--- src/rtl/barrier_actuator_pkg.sv ---
// Shared definitions for the barrier actuator: command encoding,
// actuator state encoding and the output bundle.
package barrier_actuator_pkg;

    localparam logic CTRL_UP   = 1'b1;
    localparam logic CTRL_DOWN = 1'b0;

    typedef enum logic [2:0] {
        ST_CHECK    = 3'd0,
        ST_UP       = 3'd1,
        ST_WARN     = 3'd2,
        ST_LOWERING = 3'd3,
        ST_DOWN     = 3'd4,
        ST_RAISING  = 3'd5,
        ST_FAULT    = 3'd6
    } act_state_e;

    typedef struct packed {
        logic motor_up;
        logic motor_down;
        logic lamp;
        logic bell;
        logic at_up;
        logic at_down;
        logic fault;
    } act_out_t;

    function automatic logic is_moving(input act_state_e s);
        return (s == ST_LOWERING) || (s == ST_RAISING);
    endfunction

endpackage

--- src/rtl/barrier_actuator_blink_gen.sv ---
// Free-running lamp blink phase generator; phase toggles
// every BLINK_HALF cycles and starts at 0 out of reset.
module blink_gen #(
    parameter int BLINK_HALF = 4
) (
    input  logic clk,
    input  logic rst,
    output logic phase
);

    localparam int BW = (BLINK_HALF > 1) ? $clog2(BLINK_HALF) : 1;
    localparam logic [BW-1:0] LAST = BW'(BLINK_HALF - 1);

    logic [BW-1:0] cnt_q, cnt_d;
    logic          phase_q, phase_d;

    always_comb begin
        cnt_d   = cnt_q + BW'(1);
        phase_d = phase_q;
        if (cnt_q == LAST) begin
            cnt_d   = '0;
            phase_d = ~phase_q;
        end
    end

    always_ff @(posedge clk or negedge rst) begin
        if (!rst) begin
            cnt_q   <= '0;
            phase_q <= 1'b0;
        end else begin
            cnt_q   <= cnt_d;
            phase_q <= phase_d;
        end
    end

    assign phase = phase_q;

endmodule

--- src/rtl/barrier_actuator.sv ---
// Barrier actuator: turns the barrier_ctrl level into lamp, bell
// and motor drive using the limit switches; reports status and fault.
module barrier_actuator
    import barrier_actuator_pkg::*;
#(
    parameter int WARN_CYCLES  = 16,
    parameter int MOVE_TIMEOUT = 64,
    parameter int BLINK_HALF   = 4,
    parameter int CW           = 7
) (
    input  logic clk,
    input  logic rst,
    input  logic barrier_ctrl,
    input  logic lim_up,
    input  logic lim_down,
    output logic motor_up,
    output logic motor_down,
    output logic lamp,
    output logic bell,
    output logic at_up,
    output logic at_down,
    output logic fault
);

    localparam logic [CW-1:0] WARN_LAST = CW'(WARN_CYCLES - 1);
    localparam logic [CW-1:0] MOVE_LAST = CW'(MOVE_TIMEOUT - 1);

    act_state_e    state_q, state_d;
    logic [CW-1:0] timer_q, timer_d;
    logic          phase;
    act_out_t      out;

    blink_gen #(
        .BLINK_HALF(BLINK_HALF)
    ) u_blink (
        .clk  (clk),
        .rst  (rst),
        .phase(phase)
    );

    always_comb begin
        state_d = state_q;
        if (state_q != ST_FAULT && lim_up && lim_down) begin
            state_d = ST_FAULT;
        end else if (is_moving(state_q) && timer_q == MOVE_LAST) begin
            state_d = ST_FAULT;
        end else begin
            unique case (state_q)
                ST_CHECK:    state_d = lim_up ? ST_UP : ST_RAISING;
                ST_UP:
                    if (barrier_ctrl == CTRL_DOWN) state_d = ST_WARN;
                ST_WARN:
                    if (barrier_ctrl == CTRL_UP)   state_d = ST_UP;
                    else if (timer_q == WARN_LAST) state_d = ST_LOWERING;
                ST_LOWERING:
                    if (lim_down)                  state_d = ST_DOWN;
                    else if (barrier_ctrl == CTRL_UP) state_d = ST_RAISING;
                ST_DOWN:
                    if (barrier_ctrl == CTRL_UP)   state_d = ST_RAISING;
                ST_RAISING:
                    if (lim_up)                    state_d = ST_UP;
                    else if (barrier_ctrl == CTRL_DOWN) state_d = ST_LOWERING;
                ST_FAULT:    state_d = ST_FAULT;
                default:     state_d = ST_FAULT;
            endcase
        end
    end

    // One timer serves both the warning and movement phases
    always_comb begin
        timer_d = timer_q;
        if (state_d != state_q)  timer_d = '0;
        else if (timer_q != '1)  timer_d = timer_q + CW'(1);
    end

    always_ff @(posedge clk or negedge rst) begin
        if (!rst) begin
            state_q <= ST_CHECK;
            timer_q <= '0;
        end else begin
            state_q <= state_d;
            timer_q <= timer_d;
        end
    end

    always_comb begin
        out = '0;
        unique case (state_q)
            ST_CHECK:    out = '0;
            ST_UP:       out.at_up = 1'b1;
            ST_WARN: begin
                out.lamp = phase;
                out.bell = 1'b1;
            end
            ST_LOWERING: begin
                out.motor_down = 1'b1;
                out.lamp       = phase;
                out.bell       = 1'b1;
            end
            ST_DOWN: begin
                out.at_down = 1'b1;
                out.lamp    = phase;
            end
            ST_RAISING: begin
                out.motor_up = 1'b1;
                out.lamp     = phase;
            end
            ST_FAULT: begin
                out.fault = 1'b1;
                out.lamp  = 1'b1;
            end
            default:     out = '0;
        endcase
    end

    assign motor_up   = out.motor_up;
    assign motor_down = out.motor_down;
    assign lamp       = out.lamp;
    assign bell       = out.bell;
    assign at_up      = out.at_up;
    assign at_down    = out.at_down;
    assign fault      = out.fault;

endmodule

--- config.mk ---
export PLATFORM = sky130hd
export DESIGN_NAME = barrier_actuator
export DESIGN_NICKNAME = d
export VERILOG_FILES = /design/src/rtl/barrier_actuator_pkg.sv /design/src/rtl/barrier_actuator_blink_gen.sv /design/src/rtl/barrier_actuator.sv
export SDC_FILE = /design/constraint.sdc
export NUM_CORES = 1
export LEC_CHECK = 0
export ABC_AREA = 1
export CAP_MARGIN = 25
export CORE_MARGIN = 4
export CORE_UTILIZATION = 53
export DETAILED_ROUTE_END_ITERATION = 10
export HOLD_SLACK_MARGIN = 0.15
export PLACE_DENSITY = 0.87
export SKIP_LAST_GASP = 1
export SYNTH_ARGS = -nofsm -noshare
export SYNTH_HDL_FRONTEND = slang
export SYNTH_SLANG_ARGS = --single-unit
--- constraint.sdc ---
create_clock -name clk -period 1.9 [get_ports clk]
set_clock_uncertainty 0.2 [all_clocks]
set_input_delay 0.19 -clock clk [delete_from_list [all_inputs] [get_ports clk]]
set_output_delay 0.19 -clock clk [all_outputs]
set_load 0.005 [all_outputs]
After elaboration in Yosys (flattened, before gate mapping)
Index checks and enable logic that the tools add are counted.
{"block": "word_totals", "wordCells": 48, "input_bits": 5, "reg_bits": 13}
{"block": "op_classes", "reduce_logical": 8, "bitwise_logic": 1, "n_addsub": 2, "muxes": 21, "eq_ne": 12}
{"operator": "$mux W3", "count": 10}
{"operator": "$pmux W3 S6", "count": 1}
{"operator": "$mux W7", "count": 2}
{"operator": "$eq A3 B3 Y1 const B", "count": 3}
{"operator": "$add A7 B1 Y7 const B", "count": 1}
{"operator": "$eq A7 B4 Y1 const B", "count": 1}
{"operator": "$eq A7 B6 Y1 const B", "count": 1}
{"operator": "$ne A7 B7 Y1 const B", "count": 1}
{"operator": "$eq A3 B2 Y1 const B", "count": 2}
{"operator": "$mux W1", "count": 6}
{"operator": "$reduce_or A4 Y1", "count": 1}
{"operator": "$eq A3 B1 Y1 const B", "count": 1}
{"operator": "$logic_and A1 B1 Y1", "count": 3}
{"operator": "$logic_not A3 Y1", "count": 1}
{"operator": "$ne A3 B3 Y1", "count": 1}
{"operator": "$ne A3 B3 Y1 const B", "count": 1}
{"operator": "$add A2 B1 Y2 const B", "count": 1}
{"operator": "$eq A2 B2 Y1 const B", "count": 1}
{"operator": "$mux W2", "count": 1}
{"operator": "$pmux W1 S2", "count": 1}
{"operator": "$reduce_bool A2 Y1", "count": 1}
{"operator": "$reduce_or A2 Y1", "count": 1}
{"operator": "$logic_or A1 B1 Y1", "count": 1}
{"operator": "$not A1 Y1", "count": 1}

Longest topological paths before layout
Gate-level depths: netlist of the first run.
{"block": "logic_depth", "word_depth": 8, "ltp_mapped": 13, "depth_no_buf": 12}

Hierarchy
Synthesis of the first run repeated with hierarchy kept, for this count alone.
{"block": "hier_totals", "hier_cells": 142, "area_unflattened_um2": 960.9}
{"mod": "barrier_actuator", "seq_area_each_um2": 250.2, "area_each_um2": 850.8, "cells_each": 132, "instances": 1}
{"mod": "blink_gen", "seq_area_each_um2": 75.1, "area_each_um2": 110.1, "cells_each": 10, "instances": 1}

Worst setup path after synthesis of the first run
No wires, ideal clock.
{"block": "synth_timing", "path_type": "register -> register", "start": "register timer_q[0]", "end": "register timer_q[0]", "path_slack_ps": 217, "path_stages_with_launch": 13, "required_time_ps": 1631, "synth_period_minus_slack_ps": 1683, "arrival_time_ps": 1414, "path_cell_list": "dfrtp_1 -> ha_1 -> nand3_1 -> nor2_1 -> nand2_1 -> nand2_1 -> inv_2 -> nand2_1 -> nand2_1 -> nand2_2 -> nor2_4 -> nand2_4 -> nor2_2"}
{"block": "synth_via", "elab_chain_cells": 8, "elab_cells_between_ends": 14, "cone_classes": "1 x add/sub; 4 x eq/ne; 7 x mux; 2 x reduce/logical"}
{"element": "start, declared", "line_no": "barrier_actuator.sv:29", "text": "logic [CW-1:0] timer_q, timer_d;"}
{"element": "start signal, assigned", "line_no": "barrier_actuator.sv:82", "text": "timer_q <= timer_d;"}
{"element": "$eq A7 B4 Y1", "line_no": "barrier_actuator.sv:54", "text": "else if (timer_q == WARN_LAST) state_d = ST_LOWERING;"}
{"element": "$mux W3", "line_no": "barrier_actuator.sv:54"}
{"element": "$mux W3", "line_no": "barrier_actuator.sv:53", "text": "if (barrier_ctrl == CTRL_UP) state_d = ST_UP;"}
{"element": "$pmux W3 S6", "line_no": "barrier_actuator.sv:48", "text": "unique case (state_q)"}
{"element": "$mux W3 (*)", "line_no": "barrier_actuator.sv:45", "text": "end else if (is_moving(state_q) && timer_q == MOVE_LAST) begin"}
{"element": "$mux W3 (*)", "line_no": "barrier_actuator.sv:43", "text": "if (state_q != ST_FAULT && lim_up && lim_down) begin"}
{"element": "net state_d[1]", "line_no": "barrier_actuator.sv:28", "text": "act_state_e state_q, state_d;"}
{"element": "$ne A3 B3 Y1 (*)", "line_no": "barrier_actuator.sv:72", "text": "if (state_d != state_q) timer_d = '0;"}
{"element": "$mux W7 / $reduce_bool A2 Y1 (equally long branches)"}
Mark *: on every way through the listed nets, which the timed path passes. The rest lies on a longest branch. The select of a mux whose other input is x is not followed.
A chain may end at the register's enable or synchronous reset.

Final worst setup path of the first run
{"block": "layout_timing", "start": "register state_q[1]", "end": "register timer_q[1]"}
{"block": "layout_via", "elab_chain_cells": 7, "elab_cells_between_ends": 24, "cone_classes": "7 x eq/ne; 11 x mux; 6 x reduce/logical"}
{"element": "start, declared", "line_no": "barrier_actuator.sv:28"}
{"element": "start signal, assigned", "line_no": "barrier_actuator.sv:81", "text": "state_q <= state_d;"}
{"element": "$mux W3, or another cell as far along", "line_no": "barrier_actuator.sv:62", "text": "else if (barrier_ctrl == CTRL_DOWN) state_d = ST_LOWERING;"}
{"element": "$mux W3, or another cell as far along", "line_no": "barrier_actuator.sv:61", "text": "if (lim_up) state_d = ST_UP;"}
{"element": "$pmux W3 S6 / $logic_and A1 B1 Y1 (equally long branches)", "line_no": "barrier_actuator.sv:48, barrier_actuator.sv:45"}
{"element": "$mux W3", "line_no": "barrier_actuator.sv:45"}
{"element": "$mux W3 (*)", "line_no": "barrier_actuator.sv:43"}
{"element": "net state_d[1]", "line_no": "barrier_actuator.sv:28"}
{"element": "$ne A3 B3 Y1 (*)", "line_no": "barrier_actuator.sv:72"}
{"element": "$mux W7 / $reduce_bool A2 Y1 (equally long branches)"}
Mark *: on every way through the listed nets, which the timed path passes. The rest lies on a longest branch.

==> results of run 1 <==
-- cells in the final DEF, fill, tap and decap left out, types with 3 or more instances in the layout --
cell	synthesis	layout
clkbuf_4	0	3
nor2_1	14	12
buf_4	0	13
dlygate4sd2_1	0	4
nand2_2	1	11
dfrtp_1	13	10
clkdlybuf4s50_1	0	4
nand3_1	16	11
inv_4	0	3
xor2_1	3	3
dfrtp_2	0	3
nor2_2	10	5
buf_6	2	4
nand3_2	1	5
nor2_4	1	8
inv_1	17	16
nand2_1	35	25
-- worst register-to-register path, cell delays in order (launching register included) --
cell     delay [ps]
dfrtp_2         450
buf_6           140
buf_6           130
nand3_2          70
nand2_1          70
nand2_1          90
nand2_1          80
inv_2           110
nand2_2         100
nand2_2         100
nand2_2          80
nor2_4          120
nand2_4         120
nor2_2          130
-- cells by family after synthesis --
| logic type | after synthesis |
|---|---|
| AO/OA/AOI/OAI | 6 |
| XOR/XNOR | 4 |
| adder cells (fa/ha/maj) | 4 |
| buffers and inverters | 23 |
| flip-flops | 13 |
| AND/OR/NAND/NOR | 83 |
-- repair_timing --
action / CTS / global route
cloned: 0 / 1
pin swaps: 10 / 15
setup endpoints to repair: 13 / 11
endpoints found under the hold margin: 13 / 0
setup buffers: 10 / 5
hold buffers: 1 / 0
gates resized for setup: 27 / 24
-- report_power, final --
| group | leakage, nW | switching [mW] | internal [mW] |
|---|---|---|---|
| clock | 0.0177 | 0.0919 | 0.0780 |
| sequential | 0.150 | 0 | 0.276 |
| combinational | 0.561 | 0.0122 | 0.0105 |
| total | 0.729 | 0.104 | 0.365 |
-- area by class of cell --
type	count	area share, %
clock buffers	3	1.68
clock inverters	1	0.373
inverters	21	6.44
multi-input cells	97	45.9
flip-flops and latches	13	24.5
well taps	16	1.49
repair buffers	30	19.6
-- final timing paths --
| kind | start | to | cells past startpoint | slack (ps) |
|---|---|---|---|---|
| setup / recovery | state_q[1] | timer_q[1] | 13 | -180 |
| hold / removal | u_blink.cnt_q[0] | u_blink.cnt_q[0] | 1 | 240 |
| setup reg to reg | state_q[1] | timer_q[1] | 13 | -180 |
| hold reg to reg | u_blink.cnt_q[0] | u_blink.cnt_q[0] | 1 | 240 |
| max in group asynchronous | rst | state_q[0] | 2 | 480 |
| min in group asynchronous | rst | state_q[1] | 2 | 610 |
-- registers in the layout (all words and copies together) (netlist names) --
register and cells:
timer_q 7, state_q 3, u_blink.cnt_q 2, u_blink.phase 1
-- Yosys cell counts --
library cell,count
nand2_1,35
inv_1,17
nand3_1,16
nor2_1,14
dfrtp_1,13
nor2_2,10
ha_1,4
inv_2,4
o21ai_0,4
xor2_1,3
a21oi_1,2
buf_6,2
nand4_1,2
nor3_1,2
nand2_2,1
nand2_4,1
nand3_2,1
nor2_4,1
xnor2_1,1
-- stage by stage --
step / utilization, % / cell area (µm²) / instances / hold WS (ps) / setup TNS [ps]
2_1_floorplan: - / 930 / 133 / -306 / 0
3_3_place_gp: 67.7 / 1070 / 162 / 215 / 0
3_5_place_dp: 67.7 / 1070 / 162 / 225 / -263
4_1_cts: 77.9 / 1230 / 176 / 236 / 0
5_1_grt: 85.1 / 1340 / 181 / 260 / -1730
6_report: 85.1 / 1340 / 181 / 245 / -1100
-- layer usage --
metal | up-vias | GRT usage [%] | wire (µm)
li1 | 474 | - | -
met1 | 502 | 23.0 | 1130
met2 | 54 | 41.6 | 1550
met3 | 24 | 4.52 | 195
met4 | 0 | 11.1 | 171
met5 | - | 0 | 0
==> impl_metrics.json, run 1 <==
{
  "outcome": "finished with violations",
  "violations": "negative setup slack",
  "die_area_um2": 2490,
  "crit_family": "simple AND/OR/NAND/NOR gates",
  "grt.total_usage_pct": 22.2,
  "post-route-period-util_pct": 109,
  "drt-initial-drc-count": 30,
  "crit_arrival_ps": 2080,
  "htree_levels": 1,
  "clock.fmax_mhz": 481,
  "grt_max_degree": 14,
  "layout-area-overhead-vs-synth_pct": 44.3,
  "synth_top_family_by_area": "simple AND/OR/NAND/NOR gates",
  "finalSetupViolations": 7,
  "gr-total-overflow": 0,
  "coreArea_um2": 1580,
  "die_w_um": 49.9,
  "ys_ff_latch": 13,
  "regArea_um2": 329,
  "drv_cap": 0,
  "worst_hold_path_type": "reg -> reg",
  "setup_ws_ps": -178,
  "tightest_slew_ps": 579,
  "dr.pass1.iters": 4,
  "rsz0062_at_grt": "yes",
  "drtAntennaViolNets": 0,
  "antenna_found_initial": 0,
  "critPathKind": "reg -> reg",
  "grt_pass1_wl_mm": 4.25,
  "io_buffers": 11,
  "synth_fa_ha_area_share_pct": 5.38,
  "multiInputGateArea_um2": 616,
  "synth.area.top_cells": "dfrtp_1, nand2_1, nand3_1",
  "start_util_pct": 59.0,
  "cts_buffers": 3,
  "syn_area_per_cell_um2": 6.99,
  "slew_viol_final": 0,
  "cellLeakagePower_nw": 0.729,
  "synth_area_leader_cell": "dfrtp_1",
  "viasPerCell": 5.82,
  "powerDensity_nw_per_um2": 350,
  "drc": 0,
  "clk_latency_ps": 280,
  "ir_drop_mv": 0.491,
  "wirelength_mm": 3.05,
  "fin_nets": 175,
  "post_drt_wl_per_cell_um": 16.9,
  "cp-start-kind": "flip-flop",
  "yosysTopAreaCellShare_pct": 35.0,
  "num_io_pins": 12,
  "path_buf_inv": 3,
  "fillCellCount": 78,
  "cts_tree": "yes",
  "cts_buffer_depth": 2,
  "cts_num_sinks": 13,
  "synth_xor_area_share_pct": 3.77,
  "hpwl_mm": 1.54,
  "syn-num-nets": 142,
  "slowest_stage": "dfrtp_2",
  "yosysUniqueCellTypes": 19,
  "gp_congestion": 0.838,
  "p_total_mw": 0.469,
  "grt_pass1_vias": 974,
  "worst-path-max-fanout": 7,
  "clockRootBuffer": "clkbuf_4",
  "syn-instance-count": 133,
  "routed-via-count": 1054,
  "critical_path.endpoint_type": "flip-flop",
  "final-hold-violation-count": 0,
  "ys_seq_area_share_pct": 35.0,
  "synthMuxAreaShare_pct": 0,
  "cp_slowest_stage_delay_ps": 450,
  "place_ws_ps": -50.1,
  "drive_above_1_share_pct": 38.8,
  "syn_area_um2": 930,
  "maxSlewHeadroom_pct": 61.3,
  "num_rows": 14,
  "worstPathCellList": "buf_6 > buf_6 > nand3_2 > nand2_1 > nand2_1 > nand2_1 > inv_2 > nand2_2 > nand2_2 > nand2_2 > nor2_4 > nand2_4 > nor2_2",
  "die_y_um": 49.9,
  "yosysWarningCount": 0,
  "finalCriticalPeriod_ps": 2080,
  "synthSimpleGateAreaFrac_pct": 41.7,
  "crit_required_ps": 1910,
  "synth-compound-area-share_pct": 3.23,
  "cts.clk_slew.worst_paths_ps": 90,
  "diodes": 0
}
Note: power is estimated with default switching activity, not from simulation.
==> run 2, diff against run 1 <==
--- a/config.mk
+++ b/config.mk
@@ -10,7 +10,7 @@
 export CORE_MARGIN = 4
 export CORE_UTILIZATION = 53
 export DETAILED_ROUTE_END_ITERATION = 10
-export HOLD_SLACK_MARGIN = 0.15
+export GPL_TIMING_DRIVEN = 0
 export PLACE_DENSITY = 0.87
 export SKIP_LAST_GASP = 1
 export SYNTH_ARGS = -nofsm -noshare
==> impl_metrics.json, run 2 (synthesis results as in run 1) <==
{
  "outcome": "finished with violations",
  "violations": "negative setup slack",
  "finalCriticalPeriod_ps": 1950,
  "crit_required_ps": 1510,
  "layout_commonest_cell": "nand2_1",
  "antenna_found_initial": 0,
  "gr-total-overflow": 0,
  "start_util_pct": 59.0,
  "cp-start-kind": "flip-flop",
  "fin_nets": 168,
  "hold_slack_ps": 68.3,
  "num_rows": 14,
  "critPathKind": "reg -> out",
  "ir_drop_mv": 0.421,
  "cts_buffer_depth": 2,
  "routed-via-count": 946,
  "stdcell_count": 174,
  "drc": 0,
  "p_total_mw": 0.465,
  "cellLeakagePower_nw": 0.678,
  "crit_arrival_ps": 1560,
  "top_regs": "timer_q x7, state_q x3, u_blink.cnt_q x2",
  "cts_num_sinks": 13,
  "layout-area-overhead-vs-synth_pct": 29.6,
  "num_io_pins": 12,
  "final_util_pct": 76.4,
  "htree_levels": 1,
  "worst_r2r_path_depth": 13,
  "drive_above_1_share_pct": 27.2,
  "worst-path-max-fanout": 4,
  "drt-initial-drc-count": 20,
  "setup_ws_ps": -51.6,
  "hpwl_mm": 1.48,
  "io_buffers": 11,
  "tns_ps": -107,
  "clockRootBuffer": "clkbuf_4",
  "clock.fmax_mhz": 512,
  "finalSetupViolations": 3,
  "diodes": 0,
  "most-common-layout-cells": "nand2_1, inv_1, nand3_1",
  "fillCellCount": 124,
  "drv_cap": 0,
  "post_drt_wl_per_cell_um": 13.0,
  "die_y_um": 49.9,
  "cts_tree": "yes",
  "grt_max_degree": 14,
  "cts_hold_buffers": 0,
  "tightest_slew_ps": 556,
  "die_w_um": 49.9,
  "cts.clk_slew.worst_paths_ps": 80,
  "viasPerCell": 5.44,
  "dr.pass1.iters": 4,
  "rsz0062_at_grt": "yes",
  "maxSlewHeadroom_pct": 62.8,
  "cts_buffers": 3,
  "grt_pass1_vias": 901,
  "post-route-period-util_pct": 103,
  "die_area_um2": 2490,
  "final-hold-violation-count": 0,
  "slew_viol_final": 0,
  "largest_reg_flops": 7,
  "wirelength_mm": 2.26,
  "powerDensity_nw_per_um2": 386,
  "grt.total_usage_pct": 19.7,
  "clk_latency_ps": 280,
  "place_inst": 160,
  "coreArea_um2": 1580,
  "grt_pass1_wl_mm": 3.77,
  "top_register": "timer_q",
  "drtAntennaViolNets": 0,
  "critical_path.endpoint_type": "primary output",
  "worst_hold_path_type": "in -> async",
  "gp_congestion": 0.864
}
-- run 2: cell types whose count changed in the layout (fill, tap and decap cells not counted), sizes merged --
cell and delta:
buf -6, clkdlybuf4s15 +1, clkbuf -1, dlygate4sd2 -1, dlymetal6s2s -1, clkdlybuf4s50 +2, dlygate4sd3 -1
-- run 2: per-layer routing --
layer / global-route usage (%) / vias to the layer above / wire [µm]
li1: - / 461 / -
met1: 20.2 / 441 / 928
met2: 35.2 / 31 / 1130
met3: 4.22 / 13 / 74
met4: 13.4 / 0 / 123
met5: 0 / - / 0
-- run 2: timing repair --
| action | 4_1_cts | 5_1_grt |
|---|---|---|
| resized for setup | 13 | 10 |
| endpoints found under the setup margin | 7 | 11 |
| setup buffers | 5 | 4 |
| pin swaps | 0 | 4 |
| cloned | 1 | 0 |
-- run 2: power breakdown --
group / switching (mW) / total [mW] / internal (mW) / leakage (nW)
logic: 0.0121 / 0.0212 / 0.00917 / 0.510
clock network: 0.0897 / 0.168 / 0.0781 / 0.0177
registers: 0 / 0.276 / 0.276 / 0.151
-- run 2: final timing paths --
check | slack (ps) | start | end
max | -50 | state_q[2] | motor_up
min in group clk | 230 | u_blink.cnt_q[0] | u_blink.cnt_q[0]
min | 70 | rst | timer_q[3]
max reg2reg | 20 | state_q[1] | timer_q[6]
min reg2reg | 230 | u_blink.cnt_q[0] | u_blink.cnt_q[0]
max in group asynchronous | 1040 | rst | state_q[0]
-- run 2: through the flow --
stage	setup WS (ps)	instance area (µm²)
after global routing	-133	1200
after detailed placement	-132	1060
after global placement	-29.8	1060
final	-51.6	1200
after floorplan	217	930
after CTS	-65.5	1140
-- run 2: cell type report --
type	instances	area, µm²	share of cell area [%]
clock buffer	3	22.5	1.87
buffer	2	22.5	1.87
tap	16	20.0	1.66
multi-input combinational	97	538	44.7
sequential	13	328	27.2
clock inverter	1	5.00	0.415
inverter	21	86.3	7.17
timing repair buffer	21	183	15.2
-- run 2: worst max-delay path: stages (launching register included) --
cell,delay (ps)
dfrtp_1,410
buf_2,180
nand2_1,70
nor2_1,110
clkdlybuf4s50_1,520
==> run 3, diff against run 2 <==
--- a/config.mk
+++ b/config.mk
@@ -7,6 +7,7 @@
 export LEC_CHECK = 0
 export ABC_AREA = 1
 export CAP_MARGIN = 25
+export CORE_ASPECT_RATIO = 0.8
 export CORE_MARGIN = 4
 export CORE_UTILIZATION = 53
 export DETAILED_ROUTE_END_ITERATION = 10
==> impl_metrics.json, run 3 (synthesis results as in run 1) <==
{
  "crit_arrival_ps": 2030,
  "final_util_pct": 85.0,
  "regArea_um2": 328,
  "p_total_mw": 0.487,
  "multiInputGateArea_um2": 639,
  "slew_viol_final": 0,
  "grt_pass1_wl_mm": 3.68,
  "grt_use_met3_pct": 2.95,
  "cts.clk_slew.worst_paths_ps": 90,
  "drt-initial-drc-count": 54,
  "setup_ws_ps": -93.8,
  "worstPathCellList": "buf_6 > inv_1 > nand3_2 > nand2_2 > nand2_4 > nand2_2 > inv_2 > nand3_1 > nand2_2 > nor2_4 > nand2_4 > nor2_2",
  "grt_max_degree": 14,
  "grt_pass1_vias": 846,
  "wirelength_mm": 3.06,
  "antenna_found_initial": 0,
  "worst-path-max-fanout": 7,
  "routed-via-count": 1033,
  "drive_above_1_share_pct": 41.1,
  "start_util_pct": 56.6,
  "num_rows": 13,
  "clk_latency_ps": 290,
  "r2r-end": "timer_q[1]",
  "cts_buffers": 3,
  "drv_cap": 0,
  "cts_tree": "yes",
  "dr.pass1.iters": 4,
  "grt.total_usage_pct": 20.7,
  "htree_levels": 1,
  "finalCriticalPeriod_ps": 1990,
  "die_y_um": 45.5,
  "crit_top_cell": "nand2_2",
  "hpwl_mm": 1.40,
  "most-common-layout-cells": "nand2_1, inv_1, nand3_1",
  "drtAntennaViolNets": 0,
  "fin_nets": 173,
  "rrSetupSlack_ps": -90,
  "clockRootBuffer": "clkbuf_4",
  "cts_buffer_depth": 2,
  "busiest_layer": "met1",
  "post_drt_wl_per_cell_um": 16.5,
  "critical_path.endpoint_type": "flip-flop",
  "critPathKind": "reg -> reg",
  "critPathLaunch": "state_q[1]",
  "worst_r2r_path_depth": 12,
  "post-route-period-util_pct": 105,
  "crit_required_ps": 1930,
  "top_regs": "timer_q x7, state_q x3, u_blink.cnt_q x2",
  "layout-area-overhead-vs-synth_pct": 50.2,
  "gp_congestion": 0.897,
  "clock.fmax_mhz": 502,
  "path_depth": 12,
  "timing.rr.start": "state_q[1]",
  "powerDensity_nw_per_um2": 348,
  "cp_slowest_stage_delay_ps": 440,
  "num_io_pins": 12,
  "io_buffers": 11,
  "largest_reg_flops": 7,
  "layout_commonest_cell": "nand2_1",
  "cts_num_sinks": 13,
  "gr-total-overflow": 0,
  "finalSetupViolations": 7,
  "viasPerCell": 5.58,
  "top_register": "timer_q",
  "final-hold-violation-count": 0,
  "cellLeakagePower_nw": 0.762,
  "cp-start-kind": "flip-flop",
  "violations": "negative setup slack",
  "diodes": 0,
  "maxSlewHeadroom_pct": 60.8,
  "ir_drop_mv": 0.422,
  "crit_end": "timer_q[1]",
  "slowest_stage": "dfrtp_2",
  "fillCellCount": 96,
  "drc": 0,
  "place_ws_ps": -61.2,
  "coreArea_um2": 1640,
  "path_buf_inv": 3,
  "use_met1_pct": 31.3,
  "die_w_um": 54.8,
  "tightest_slew_ps": 586,
  "die_area_um2": 2490,
  "crit_family": "simple AND/OR/NAND/NOR gates",
  "use_met2_pct": 30.0,
  "rsz0062_at_grt": "yes",
  "outcome": "finished with violations",
  "worst_hold_path_type": "in -> async"
}
-- run 3: changes by cell type in the layout (fill, tap and decap cells not counted), moves of 3 or more --
| cell | change |
|---|---|
| nand3_2 | +3 |
| nand2_1 | -10 |
| nand2_2 | +7 |
| nand3_1 | -4 |
| nand2_4 | +3 |
| buf_6 | +3 |
-- run 3: worst reg2reg max path: stages (launching register included) --
cell,delay [ps]
dfrtp_2,440
buf_6,150
inv_1,140
nand3_2,140
nand2_2,120
nand2_4,60
nand2_2,70
inv_2,50
nand3_1,120
nand2_2,90
nor2_4,140
nand2_4,110
nor2_2,110
-- run 3: what timing repair did --
item	in CTS	in global routing
buffers inserted	8	8
hold endpoints to repair	0	0
pin swaps	1	17
hold buffers	0	0
setup endpoints to repair	14	11
gates resized for setup	14	41
-- run 3: routing by layer --
metal | part of all wire [%] | wire length, µm
met1 | 42 | 1290
met2 | 49 | 1490
met3 | 7.3 | 222
met4 | 1.7 | 51
met5 | 0 | 0
-- run 3: worst min-delay path by stage --
stage | depth (start not counted) | end | start
final | 1 | timer_q[5] | rst
after detailed placement | 1 | u_blink.cnt_q[0] | u_blink.cnt_q[0]
after global routing | 1 | timer_q[5] | rst
after CTS | 1 | timer_q[5] | rst
after floorplan | 0 | state_q[0] | rst
after global placement | 1 | u_blink.cnt_q[0] | u_blink.cnt_q[0]
-- run 3: layout make-up --
class	count	area share (%)
Timing Repair Buffer	26	18.5
Clock buffer	3	1.61
Buffer	2	1.61
Sequential cell	13	23.5
Inverter	21	6.72
Clock inverter	1	0.358
Multi-Input combinational cell	97	45.8
Tap cell	22	1.97
-- run 3: through the flow --
step	setup TNS [ps]	hold slack [ps]	instance area, µm²	std cells
5_1_grt	-763	120	1400	185
2_1_floorplan	0	-306	930	133
6_report	-560	64.2	1400	185
3_5_place_dp	-423	220	1070	166
3_3_place_gp	-46.1	213	1070	166
4_1_cts	-7.95	86.9	1180	178
-- run 3: power by group --
part / total (mW) / switching (mW) / internal, mW
Sequential: 0.276 / 0 / 0.276
Combinational: 0.0243 / 0.0148 / 0.00944
Clock: 0.186 / 0.108 / 0.0783
Total: 0.487 / 0.122 / 0.364
